--- config.mk ---
export PLATFORM = sky130hd
export DESIGN_NAME = alu_arbiter
export DESIGN_NICKNAME = d
export VERILOG_FILES = /design/src/rtl/tinyalu_pkg.sv /design/src/rtl/alu_arb_rr.sv /design/src/rtl/alu_arbiter.sv
export SDC_FILE = /design/constraint.sdc
export NUM_CORES = 1
export LEC_CHECK = 0
export CORE_UTILIZATION = 30
export CTS_CLUSTER_SIZE = 14
export DETAILED_ROUTE_END_ITERATION = 8
export PLACE_DENSITY = 0.66
export SETUP_SLACK_MARGIN = 0.15
export SLEW_MARGIN = 5
export SYNTH_ARGS = -nofsm -noshare
export SYNTH_HDL_FRONTEND = slang
export SYNTH_SLANG_ARGS = --single-unit
export TNS_END_PERCENT = 10
--- constraint.sdc ---
create_clock -name clk -period 3.4 [get_ports clk]
set_clock_uncertainty 0.2 [all_clocks]
set_input_delay 0.51 -clock clk [delete_from_list [all_inputs] [get_ports clk]]
set_output_delay 0.51 -clock clk [all_outputs]
set_load 0.01 [all_outputs]
--- src/rtl/tinyalu_pkg.sv ---
// Shared types and constants for the TinyALU and its two-port front-end arbiter.
// The arbiter's optional BUSY watchdog is enabled with ALU_ARB_TIMEOUT_EN.
package tinyalu_pkg;

   // ALU operation codes
   typedef enum logic [2:0] {
      no_op  = 3'b000,
      add_op = 3'b001,
      and_op = 3'b010,
      xor_op = 3'b011,
      mul_op = 3'b100,
      rst_op = 3'b111
   } alu_opcode_t;

   // Arbiter sequencing: accept a request, run it on the ALU, answer the requester
   typedef enum logic [1:0] {
      IDLE = 2'b00,
      BUSY = 2'b01,
      RESP = 2'b10
   } arb_state_t;

   // BUSY cycles allowed before the watchdog gives up on the ALU
   localparam int          ARB_TIMEOUT_CYCLES = 255;
   // Result returned to a requester whose operation timed out
   localparam logic [15:0] ARB_TIMEOUT_RESULT = 16'hDEAD;

   // Completion pulse pattern for a requester index
   function automatic logic [1:0] grant_onehot(input logic idx);
      return idx ? 2'b10 : 2'b01;
   endfunction

endpackage

--- src/rtl/alu_arb_rr.sv ---
// Two-way round-robin winner select. The pointer names the requester that
// wins a tie; it moves past the winner each time a grant is taken.
module alu_arb_rr (
   input  logic       clk,
   input  logic       reset_n,
   input  logic [1:0] req,
   input  logic       update,
   output logic       grant
);

   logic prio;

   // A lone requester always wins; on a tie the favoured one wins
   always_comb begin
      grant = prio;
      if (req == 2'b01) begin
         grant = 1'b0;
      end else if (req == 2'b10) begin
         grant = 1'b1;
      end
   end

   // After a grant the other requester becomes favoured; requester 0 starts favoured
   always_ff @(posedge clk) begin
      if (!reset_n) begin
         prio <= 1'b0;
      end else if (update) begin
         prio <= ~grant;
      end
   end

endmodule

--- src/rtl/alu_arbiter.sv ---
// Shares one TinyALU between two requesters. A request is latched in IDLE,
// driven to the ALU with start held through BUSY, and answered with a
// one-cycle gnt_done pulse in RESP. Define ALU_ARB_TIMEOUT_EN to add a BUSY
// watchdog that returns ARB_TIMEOUT_RESULT and raises a sticky err.
module alu_arbiter
   import tinyalu_pkg::*;
#(
   parameter int DATA_W = 8
) (
   input  logic                clk,
   input  logic                reset_n,
   input  logic [1:0]          req,
   input  logic [DATA_W-1:0]   req_A0,
   input  logic [DATA_W-1:0]   req_A1,
   input  logic [DATA_W-1:0]   req_B0,
   input  logic [DATA_W-1:0]   req_B1,
   input  alu_opcode_t         req_op0,
   input  alu_opcode_t         req_op1,
   output logic [1:0]          gnt_done,
   output logic [2*DATA_W-1:0] gnt_result,
   output logic                start,
   output logic [DATA_W-1:0]   A,
   output logic [DATA_W-1:0]   B,
   output alu_opcode_t         op,
   input  logic                alu_done,
   input  logic [2*DATA_W-1:0] alu_result,
   output logic                err
);

   localparam int RES_W = 2 * DATA_W;

   arb_state_t state;
   arb_state_t state_nxt;
   logic       take_req;
   logic       win_idx;
   logic       owner;
   logic       timeout;

   // A request is only ever accepted from IDLE; drops before this are simply unseen
   assign take_req = (state == IDLE) && (|req);

   alu_arb_rr u_rr (
      .clk     (clk),
      .reset_n (reset_n),
      .req     (req),
      .update  (take_req),
      .grant   (win_idx)
   );

`ifdef ALU_ARB_TIMEOUT_EN
   localparam int TO_W = $clog2(ARB_TIMEOUT_CYCLES + 1);

   logic [TO_W-1:0] busy_cnt;
   logic            err_r;

   // Last permitted BUSY cycle: the ALU has had ARB_TIMEOUT_CYCLES cycles of start
   assign timeout = (state == BUSY) && !alu_done &&
                    (busy_cnt == TO_W'(ARB_TIMEOUT_CYCLES - 1));
   assign err     = err_r;

   // Count BUSY cycles; restarts for every new operation
   always_ff @(posedge clk) begin
      if (!reset_n) begin
         busy_cnt <= '0;
      end else if (state != BUSY) begin
         busy_cnt <= '0;
      end else if (!alu_done) begin
         busy_cnt <= busy_cnt + TO_W'(1);
      end
   end

   // Sticky timeout flag, cleared only by reset
   always_ff @(posedge clk) begin
      if (!reset_n) begin
         err_r <= 1'b0;
      end else if (timeout) begin
         err_r <= 1'b1;
      end
   end
`else
   // Without the watchdog BUSY waits for the ALU forever
   assign timeout = 1'b0;
   assign err     = 1'b0;
`endif

   // Sequencing: IDLE -> BUSY on any request, BUSY -> RESP on done or timeout
   always_comb begin
      state_nxt = state;
      case (state)
         IDLE:    if (|req) state_nxt = BUSY;
         BUSY:    if (alu_done || timeout) state_nxt = RESP;
         RESP:    state_nxt = IDLE;
         default: state_nxt = IDLE;
      endcase
   end

   // State register; reset in BUSY drops the in-flight operation unanswered
   always_ff @(posedge clk) begin
      if (!reset_n) begin
         state <= IDLE;
      end else begin
         state <= state_nxt;
      end
   end

   // ALU-side drive: operands of the winner latched once and held through BUSY
   always_ff @(posedge clk) begin
      if (!reset_n) begin
         start <= 1'b0;
         A     <= '0;
         B     <= '0;
         op    <= no_op;
         owner <= 1'b0;
      end else if (take_req) begin
         start <= 1'b1;
         owner <= win_idx;
         A     <= win_idx ? req_A1  : req_A0;
         B     <= win_idx ? req_B1  : req_B0;
         op    <= win_idx ? req_op1 : req_op0;
      end else if ((state == BUSY) && (alu_done || timeout)) begin
         start <= 1'b0;
      end
   end

   // Requester-side response: one-cycle pulse to the owner, result held afterwards
   always_ff @(posedge clk) begin
      if (!reset_n) begin
         gnt_done   <= 2'b00;
         gnt_result <= '0;
      end else if ((state == BUSY) && alu_done) begin
         gnt_done   <= grant_onehot(owner);
         gnt_result <= alu_result;
      end else if (timeout) begin
         gnt_done   <= grant_onehot(owner);
         gnt_result <= RES_W'(ARB_TIMEOUT_RESULT);
      end else begin
         gnt_done   <= 2'b00;
      end
   end

endmodule
==> impl_metrics.yaml, run 1 <==
setup_path:
  endpoint_kind: "flip-flop"
  worstSetupStartpointType: "primary input"
  crit_chain: "clkdlybuf4s50_1 > a21boi_2 > nand3_1 > a31oi_1"
  critPathTopFamily: "compound AO/OA/AOI/OAI gates"
  path_depth: 4
  path_buf_inv: 1
  crit_arrival_ps: 2110
  worstReg2RegStart: "state[0]"
  cp_slowest_stage_delay_ps: 760
  critPathSlowestCell: "a21boi_2"
  worst_r2r_endpoint: "A[2]"
  ff2ff_setup_slack_ps: 1670
  rr_worst_depth: 3
  crit_path_end: "A[2]"
  required_ps: 3410
  startpoint: "req[0]"
  crit_type: "primary input to flip-flop"
  path_max_fanout: 20
grt:
  track_usage_pct: 16.7
  overflow: 0
  grt_max_degree: 27
  grt_pass1_wl_um: 8020
  grt_pass1_vias: 1660
  grt_antenna_before_repair: 0
drt:
  ant_nets: 0
  drc_errors: 0
  drtPass1Iterations: 4
  wl_per_cell_um: 13.7
  drtIter0Drc: 90
  dr_total_vias: 1770
  wl_um: 5010
  via_per_inst: 4.82
clock_tree:
  post_cts_resized: 0
  clk_latency_ps: 290
  cts_hold_buf: 0
  root_buffer: "clkbuf_8"
  post_cts_buffers: 0
  numCtsBuffers: 5
  cts_tree: "yes"
  clk_path_buf_depth: 2
  clock-sinks: 42
  cts_htree_levels: 2
  cts.clk_slew.worst_paths_ps: 80
logic_synthesis:
  ys_seq_elements: 42
  synth_mux_area_share_pct: 0
  synth_cells: 209
  synthXorXnorAreaFrac_pct: 0
  ys_seq_area_share_pct: 50.0
  synth_warnings: 0
  synth_compound_area_share_pct: 20.0
  synth_top_family_by_area: "simple AND/OR/NAND/NOR gates"
  synth_nets: 268
  synth-adder-area-share_pct: 0
  syn_avg_cell_area_um2: 8.05
  synthSimpleGateAreaFrac_pct: 23.5
  synthDistinctLibCells: 28
  syn_area_um2: 1680
layout:
  final_util_pct: 52.8
  syn2layout_area_growth_pct: 64.5
  antenna_cells: 0
  layout_commonest_cell: "clkdlybuf4s50_1"
  nets: 355
  fin_area_um2: 2770
  drive_above_1_share_pct: 5.05
  final_cell_mix: "clkdlybuf4s50_1 (96), dfxtp_1 (42), nand3_1 (38)"
sta:
  hold_ws_ps: 248
  rsz0062_at_grt: "no"
  setup_viol: 0
  period_share_pct: 61.5
  maxSlewViolCount: 0
  slew-limit-headroom_pct: 36.3
  max_freq_mhz: 478
  final.setup.tns_ps: 0
  tightestPinTransition_ps: 950
  fin_crit_ps: 2090
  finalHoldViolCount: 0
floorplan:
  die_h_um: 76.9
  coreArea_um2: 5240
  dieArea_um2: 5910
  initial_core_util_pct: 32.1
  pin_count: 98
  rows: 26
  die_w_um: 76.9
power:
  power_leakage_nw: 0.971
  ir_drop_mv: 0.191
  p_per_area_nw_per_um2: 414
  finalPower_w: 0.00114
placed_design:
  io_buffers: 96
  place_area_um2: 2670
  gp_routability_congestion: 0.763
  dp_hpwl_um: 3290
run:
  max_cap_viol_count: 0
min_path:
  hold_path_class: "flip-flop to flip-flop"
run_status:
  outcome: "finished clean"
[final cells by class]
type | count | area (um2)
well taps | 70 | 87.6
multi-input cells | 145 | 744
inverters | 2 | 7.51
clock inverters | 2 | 12.5
clock buffers | 6 | 82.6
fillers | 507 | 2470
repair buffers | 100 | 991
flip-flops and latches | 42 | 841
[power breakdown]
group,leakage (nW),switching [W],internal (W)
Sequential,0.344,0.0000194,0.000527
Combinational,0.579,0.000117,0.000147
Clock,0.0472,0.000172,0.000163
Total,0.971,0.000308,0.000837
[cells in the mapped netlist (all sizes together)]
cell,number,share of area (%)
and3,1,0.37
buf,11,3.7
nand2,33,7.4
dfxtp,42,50
nor3,1,0.30
a21oi,16,4.8
a2bb2oi,1,0.52
o21ai,19,5.7
a31oi,19,7.1
a21boi,1,0.45
o211a,1,0.60
or2,1,0.37
conb,1,0.22
nand3b,1,0.67
o21a,1,0.45
clkbuf,9,2.1
nor3b,2,0.89
and3b,1,0.52
inv,2,0.45
nand2b,1,0.37
o22a,1,0.52
nand3,38,11
nor2,6,1.3
[layer usage]
metal  GRT usage (%)  wire, um  vias up
met4            5.19        59        0
met2            27.1      2220       76
met3            4.64       390        8
met5               0         0        -
met1            21.4      2350      782
li1                -         -      904
[per-stage QoR]
step	cells	worst slack, ps
2_1_floorplan	209	1960
3_3_place_gp	359	1040
3_5_place_dp	359	1010
4_1_cts	367	1300
5_1_grt	367	1230
6_report	367	1310
[worst min path at each step]
stage / depth (start not counted) / start / end
final: 1 / owner / gnt_done[0]
after global routing: 1 / owner / gnt_done[0]
after CTS: 1 / owner / gnt_done[0]
after detailed placement: 1 / owner / gnt_done[0]
after global placement: 1 / owner / gnt_done[0]
after floorplan: 1 / owner / gnt_done[0]
[cells by family (layout without fill, tap and decap cells)]
| family | Yosys count | count (layout) |
|---|---|---|
| AND/OR/NAND/NOR | 85 | 85 |
| flip-flops | 42 | 42 |
| buffers and inverters | 22 | 110 |
| other | 1 | 1 |
| AO/OA/AOI/OAI | 59 | 59 |
[registers in the layout, indices dropped and copies added, names as in the netlist]
register / count
start: 1
gnt_result: 16
A: 8
B: 8
gnt_done: 2
owner: 1
state: 2
u_rr.prio: 1
op: 3
No activity file was read; power rests on OpenSTA's default activity.
==> run 2, diff against run 1 <==
==> constraint.sdc (replaced) <==
create_clock -name clk -period 2.05 [get_ports clk]
set_clock_uncertainty 0.2 [all_clocks]
set_input_delay 0.3075 -clock clk [delete_from_list [all_inputs] [get_ports clk]]
set_output_delay 0.3075 -clock clk [all_outputs]
set_load 0.01 [all_outputs]
==> run 2 against run 1 <==
Global-route usage increased by 0.59 points. Register-to-register slack got worse by 1300 ps. Core utilization increased by 1.4 points. Die area unchanged. Total power increased by 67%. Largest cell class unchanged. Critical endpoint is now B[7]. Via count increased by 2.1%. Largest power group unchanged. Highest routed layer unchanged. Combinational power increased by 73%. Clock power increased by 63%. Worst hold slack improved by 4.2 ps. Cell count increased by 2.7%. First-iteration DRC count decreased by 12%. Non-clock buffer count increased by 10.
==> impl_metrics.yaml, run 2 (synthesis results as in run 1) <==
run_status:
  outcome: "finished clean"
drt:
  wl_per_cell_um: 12.9
  drc_errors: 0
  wl_um: 4850
  drtPass1Iterations: 4
  drtIter0Drc: 79
  ant_nets: 0
  via_per_inst: 4.79
  dr_total_vias: 1807
placed_design:
  place_area_um2: 2750
  dp_hpwl_um: 3410
  io_buffers: 96
  place_ws_ps: 216
  gp_routability_congestion: 0.702
clock_tree:
  post_cts_buffers: 0
  cts.clk_slew.worst_paths_ps: 80
  cts_htree_levels: 2
  clk_latency_ps: 290
  clk_path_buf_depth: 2
  cts_tree: "yes"
  numCtsBuffers: 5
  cts_hold_buf: 0
  root_buffer: "clkbuf_8"
  clock-sinks: 42
  post_cts_resized: 0
setup_path:
  startpoint: "B[7]"
  cp_slowest_stage_delay_ps: 540
  crit_path_end: "B[7]"
  rr_worst_depth: 4
  path_max_fanout: 2
  crit_type: "flip-flop to primary output"
  worstSetupStartpointType: "flip-flop"
  critPathTopFamily: "buffers and inverters"
  required_ps: 1540
  crit_arrival_ps: 1180
  worst_r2r_endpoint: "A[5]"
  path_buf_inv: 1
  critPathSlowestCell: "clkdlybuf4s50_1"
  endpoint_kind: "primary output"
  path_depth: 1
  worstReg2RegStart: "state[0]"
  crit_chain: "clkdlybuf4s50_1"
  ff2ff_setup_slack_ps: 370
power:
  p_per_area_nw_per_um2: 673
  ir_drop_mv: 0.281
  power_leakage_nw: 1.02
grt:
  track_usage_pct: 17.3
  grt_pass1_vias: 1736
  grt_pass1_wl_um: 8140
  overflow: 0
  grt_max_degree: 24
  grt_antenna_before_repair: 0
layout:
  nets: 365
  reg.largest.list: "gnt_result (16), A (8), B (8)"
  largest-register: "gnt_result"
  drive_above_1_share_pct: 7.82
  layout_commonest_cell: "clkdlybuf4s50_1"
  num-fill-cells: 502
  fin_area_um2: 2840
  syn2layout_area_growth_pct: 68.7
  final_cell_mix: "clkdlybuf4s50_1 (96), dfxtp_1 (42), nand3_1 (38)"
  antenna_cells: 0
  largest_reg_flops: 16
sta:
  final.setup.tns_ps: 0
  finalHoldViolCount: 0
  fin_crit_ps: 1690
  setup_viol: 0
  period_share_pct: 82.3
  maxSlewViolCount: 0
  rsz0062_at_grt: "no"
  max_freq_mhz: 593
  setup_slack_ps: 363
floorplan:
  dieArea_um2: 5910
  pin_count: 98
  initial_core_util_pct: 32.1
  die_h_um: 76.9
  coreArea_um2: 5240
  rows: 26
  die_w_um: 76.9
min_path:
  hold_path_class: "flip-flop to flip-flop"
run:
  max_cap_viol_count: 0
run 2: metal layers:
| layer | global-route usage (%) | vias to the layer above | routed length [um] |
|---|---|---|---|
| met5 | 0 | - | 0 |
| met4 | 7.50 | 0 | 80 |
| met3 | 3.57 | 7 | 315 |
| met2 | 26.8 | 68 | 2150 |
| met1 | 23.1 | 804 | 2300 |
| li1 | - | 928 | - |
run 2: metrics by stage:
stage	total power (W)	hold WS (ps)	cells	utilization, %
after detailed placement	0.00138	239	369	52.4
after CTS	0.00193	251	377	54.2
after global routing	0.00202	275	377	54.2
after floorplan	0.00111	217	209	-
final	0.00191	252	377	54.2
after global placement	0.00138	241	369	52.4
run 2: area by class of cell:
type	count	area (um2)	area share, %
clock buffers	7	86.3	3.04
clock inverters	1	5.00	0.176
inverters	2	7.51	0.265
multi-input cells	145	744	26.2
flip-flops and latches	42	841	29.6
well taps	70	87.6	3.09
repair buffers	110	1070	37.6
run 2: how the worst min path moves through the flow:
stage           from     endpoint  cells after the start
2_1_floorplan  owner  gnt_done[0]                      1
3_3_place_gp   owner  gnt_done[0]                      1
3_5_place_dp   owner  gnt_done[0]                      1
4_1_cts        owner  gnt_done[0]                      1
5_1_grt        owner  gnt_done[0]                      1
6_report       owner  gnt_done[0]                      1
run 2: report_power, final:
group	internal, W	switching [W]
sequential	0.000874	0.0000309
clock	0.000272	0.000275
combinational	0.000263	0.000195
run 2: worst register-to-register path: stages, from the launching register on:
cell	delay (ps)
dfxtp_1	440
or2_1	440
buf_4	240
o21ai_0	100
a31oi_1	190
==> RTL change 1: new RTL, flow settings as in run 2 <==
Set the parameter `DATA_W` to 12 (it was 8).
--- a/src/rtl/alu_arbiter.sv
+++ b/src/rtl/alu_arbiter.sv
@@ -5,7 +5,7 @@
 module alu_arbiter
    import tinyalu_pkg::*;
 #(
-   parameter int DATA_W = 8
+   parameter int DATA_W = 12
 ) (
    input  logic                clk,
    input  logic                reset_n,
Interface: changed (8 resized); port bits go from 98 to 138. The function was not compared with the original's and may differ.
==> RTL change 1 against run 2 <==
Critical path depth is the same. Via count grew 50%. Register-to-register slack gained 140 ps. Non-clock buffer count grew 43. Synthesized area grew 47%. Power grew 58%. Cell area grew 44%. Global-route usage grew 0.69 points. Sequential cell count grew 16. Worst setup slack lost 43 ps. Worst hold slack is essentially flat. Routed wire length grew 60%.
==> RTL change 1: results (changes against run 2) <==
status=finished, final reports clean; comb_multi_in=200 (+38%); routed wl met2=3522 µm (+64%); area share of the largest cell type after synthesis=47.13% (-2.9 points); Non-clock buffer share=37.45% (-0.12 points); largest net degree at the start of global routing=29 (+21%); Hold Crit Start=gnt_result[5]; Flop pwr share=41.5% (-5.9 points); WL met3=926 µm (+190%); Clock-cell share=5.003% (+1.8 points); Critical R2R Capture=A[1]; hold endpoint=gnt_result[5]; DR WL/cell=14.69 µm (+14%); critical path arrival=1220 ps (+40 ps); Commonest cells post-synth=dfxtp_1, nand2_1, nand3_1; met1 Usage GRT=20.87% (-2.2 points); dpl hpwl=5426 µm (+59%); Non-clk invs=1 (-1); multi-input logic portion of the cell area=25.84% (-0.39 points); switching share of power=25.74% (-0.52 points); met3 Usage GRT=6.732% (+3.2 points); CLK BUF=13 (+6); H-tree depth=3 (+1); port bufs=136 (+42%); Clk Latency, worst-skew pair=320 ps (+30 ps); post-synthesis sequential area ratio=47.13% (-2.9 points); count of cell types in the netlist=33 (+18%); Routability Congestion=0.7704 (+9.7%); Core Area=7848 µm² (+50%); Hold WS=252.5 ps (+0.2680 ps); routed vias=2704 (+50%); Pint=2244 µW (+59%); total CTS buffers=9 (+4); met2 Usage GRT=30.25% (+3.5 points); Sequential Area=1161 µm² (+38%); GRT Util Overall=18.01% (+0.69 points); WL met1=3196 µm (+39%); initial drt markers=70 (-11%); first-pass GRT wire length=12140 µm (+49%); Fillers=728 (+45%); Reg clk slew, reported paths=60 ps (-20 ps); vias in the first global route=2549 (+47%); share of layout cells above drive strength 1=8.665% (+0.85 points); Largest regs=gnt_result: 24 flops, A: 12 flops, B: 12 flops; combinational power=683 µW (+49%); DR vias/cell=5.112 (+6.6%); Static Leakage=0.001440 µW (+41%)
==> RTL change 1: cell count changes after synthesis, moves of 4 or more <==
cell,delta
nand2_1,+16
a21oi_1,+8
clkbuf_1,-4
buf_2,-4
nand4_1,+27
a31oi_1,+8
o21ai_1,+6
dfxtp_1,+16
nand3_1,-10
buf_6,+5
buf_4,+5
==> RTL change 1: logic make-up (layout without fill, tap and decap cells) <==
logic type	after synthesis	count (layout)	share of synthesized area [%]
AO/OA/AOI/OAI	83	83	19.50
buffers and inverters	31	169	10.11
other	1	1	0.1522
flip-flops	58	58	47.13
AND/OR/NAND/NOR	116	116	23.11
==> RTL change 1: worst max path at each step <==
stage / to / from / slack [ps] / depth (start not counted)
6_report: gnt_result[19] / gnt_result[19] / 320 / 1
3_3_place_gp: A[6] / req[1] / 220 / 5
5_1_grt: op[0] / op[0] / 270 / 1
4_1_cts: gnt_result[19] / gnt_result[19] / 300 / 1
2_1_floorplan: op[1] / state[1] / 640 / 5
3_5_place_dp: A[6] / req[1] / 180 / 5
==> RTL change 2: new RTL, config.mk and constraints of run 2 <==
Without the edit above. Encoding of `arb_state_t`: now one-hot (3 bits for 3 states).
--- a/src/rtl/tinyalu_pkg.sv
+++ b/src/rtl/tinyalu_pkg.sv
@@ -13,10 +13,10 @@
    } alu_opcode_t;
 
    // Arbiter sequencing: accept a request, run it on the ALU, answer the requester
-   typedef enum logic [1:0] {
-      IDLE = 2'b00,
-      BUSY = 2'b01,
-      RESP = 2'b10
+   typedef enum logic [2:0] {
+      IDLE = 3'b001,
+      BUSY = 3'b010,
+      RESP = 3'b100
    } arb_state_t;
 
    // BUSY cycles allowed before the watchdog gives up on the ALU
Behaviour: same outputs for any inputs over 10 cycles, from zero or initial values and one cycle with reset_n low; not proved beyond that.
==> RTL change 2 against run 2 <==
Power increased by 0.95%. Routed wire length is 2.4% lower. Core utilization is 2.2 points lower. Synthesized area is 1.9% higher. Cell area is 0.84% higher. Sequential cell count increased by 1. Register-to-register slack improved by 70 ps. Largest power group unchanged. Maximum frequency is 1.4% lower. Highest routed layer unchanged. Worst setup slack lost 25 ps. Critical endpoint is now A[7].
==> RTL change 2: results (changes against run 2) <==
Area after DPL=2771 µm² (+0.91%); Core Util, Final=51.97% (-2.2 points); Routability Congestion=0.7059 (+0.54%); share of layout cells above drive strength 1=7.343% (-0.47 points); Place WS=-100.3 ps (-316.4 ps); switching share of power=25.34% (-0.91 points); Commonest cells post-synth=dfxtp_1, nand2_1, nor3_1; Clk pwr share=28.1% (-0.5 points); dpl hpwl=3355 µm (-1.5%); first-pass GRT wire length=7665 µm (-5.9%); Comb pwr share=23.2% (-0.8 points); Sequential Area=860.8 µm² (+2.4%); Non-clk invs=8 (+6); top cells by area, synth=dfxtp_1, a221o_1, nand2_1; Non-clk bufs=104 (-5.5%); Non-clock buffer share=36.38% (-1.2 points); CLK BUF=6 (-1); met1 Usage GRT=20.12% (-3.0 points); synthesized net count=252 (-6.0%); largest net degree at the start of global routing=48 (+100%); r2r setup slk=440 ps (+70 ps); hold endpoint=state[0]; GRT Util Overall=16.09% (-1.2 points); # diodes=0 (unchanged); Synth Instances=193 (-7.7%); VDD IR-drop max=0.3713 mV (+32%); comb_multi_in=124 (-14%); Core Area=5507 µm² (+5.1%); num sequential=43 (+2.4%); Worst Setup SP=A[7]; Clock-cell share=3.061% (-0.16 points); routed vias=1739 (-3.8%); Hold Crit Class=in -> reg; hold path depth=2 (+1); critical path arrival=1200 ps (+20 ps); status=finished, final reports clean; clock group power=541 µW (-1%); initial drt markers=56 (-29%); DR WL/cell=13.21 µm (+2.8%); met3 Usage GRT=8.706% (+5.1 points); final setup margin=338.4 ps (-24.50 ps); Inst Count DP=351 (-4.9%); Setup crit end=A[7]; post-synthesis sequential area ratio=50.22% (+0.22 points); Multi-input gate area=752.0 µm² (+1.0%)
-- RTL change 2: cell types whose count changed in the layout (fill, tap and decap cells not counted), moves of 4 or more --
| cell | change |
|---|---|
| nor3_1 | +20 |
| a21oi_1 | -16 |
| nor2_1 | -5 |
| nand2_1 | -4 |
| a221o_1 | +19 |
| inv_1 | +6 |
| buf_4 | -8 |
| nand3_1 | -22 |
| a31oi_1 | -19 |
-- RTL change 2: kinds of logic after synthesis --
group           share of synthesized area [%]
simple gates                            23.58
flops                                   50.22
compound gates                          19.05
buf+inv                                 6.934
other cells                            0.2188
-- RTL change 2: per-layer routing --
layer / vias to the layer above / part of all wire (%) / routed length, µm
li1: 874 / - / -
met1: 766 / 46 / 2165
met2: 93 / 40 / 1911
met3: 6 / 13 / 609
met4: 0 / 0.89 / 42
met5: - / 0 / 0
-- RTL change 2: what timing repair did --
| action | CTS | global route |
|---|---|---|
| endpoints found under the hold margin | 0 | 0 |
| setup endpoints to repair | 0 | 11 |
| resized for setup | 0 | 1 |
| hold buffers | 0 | 0 |
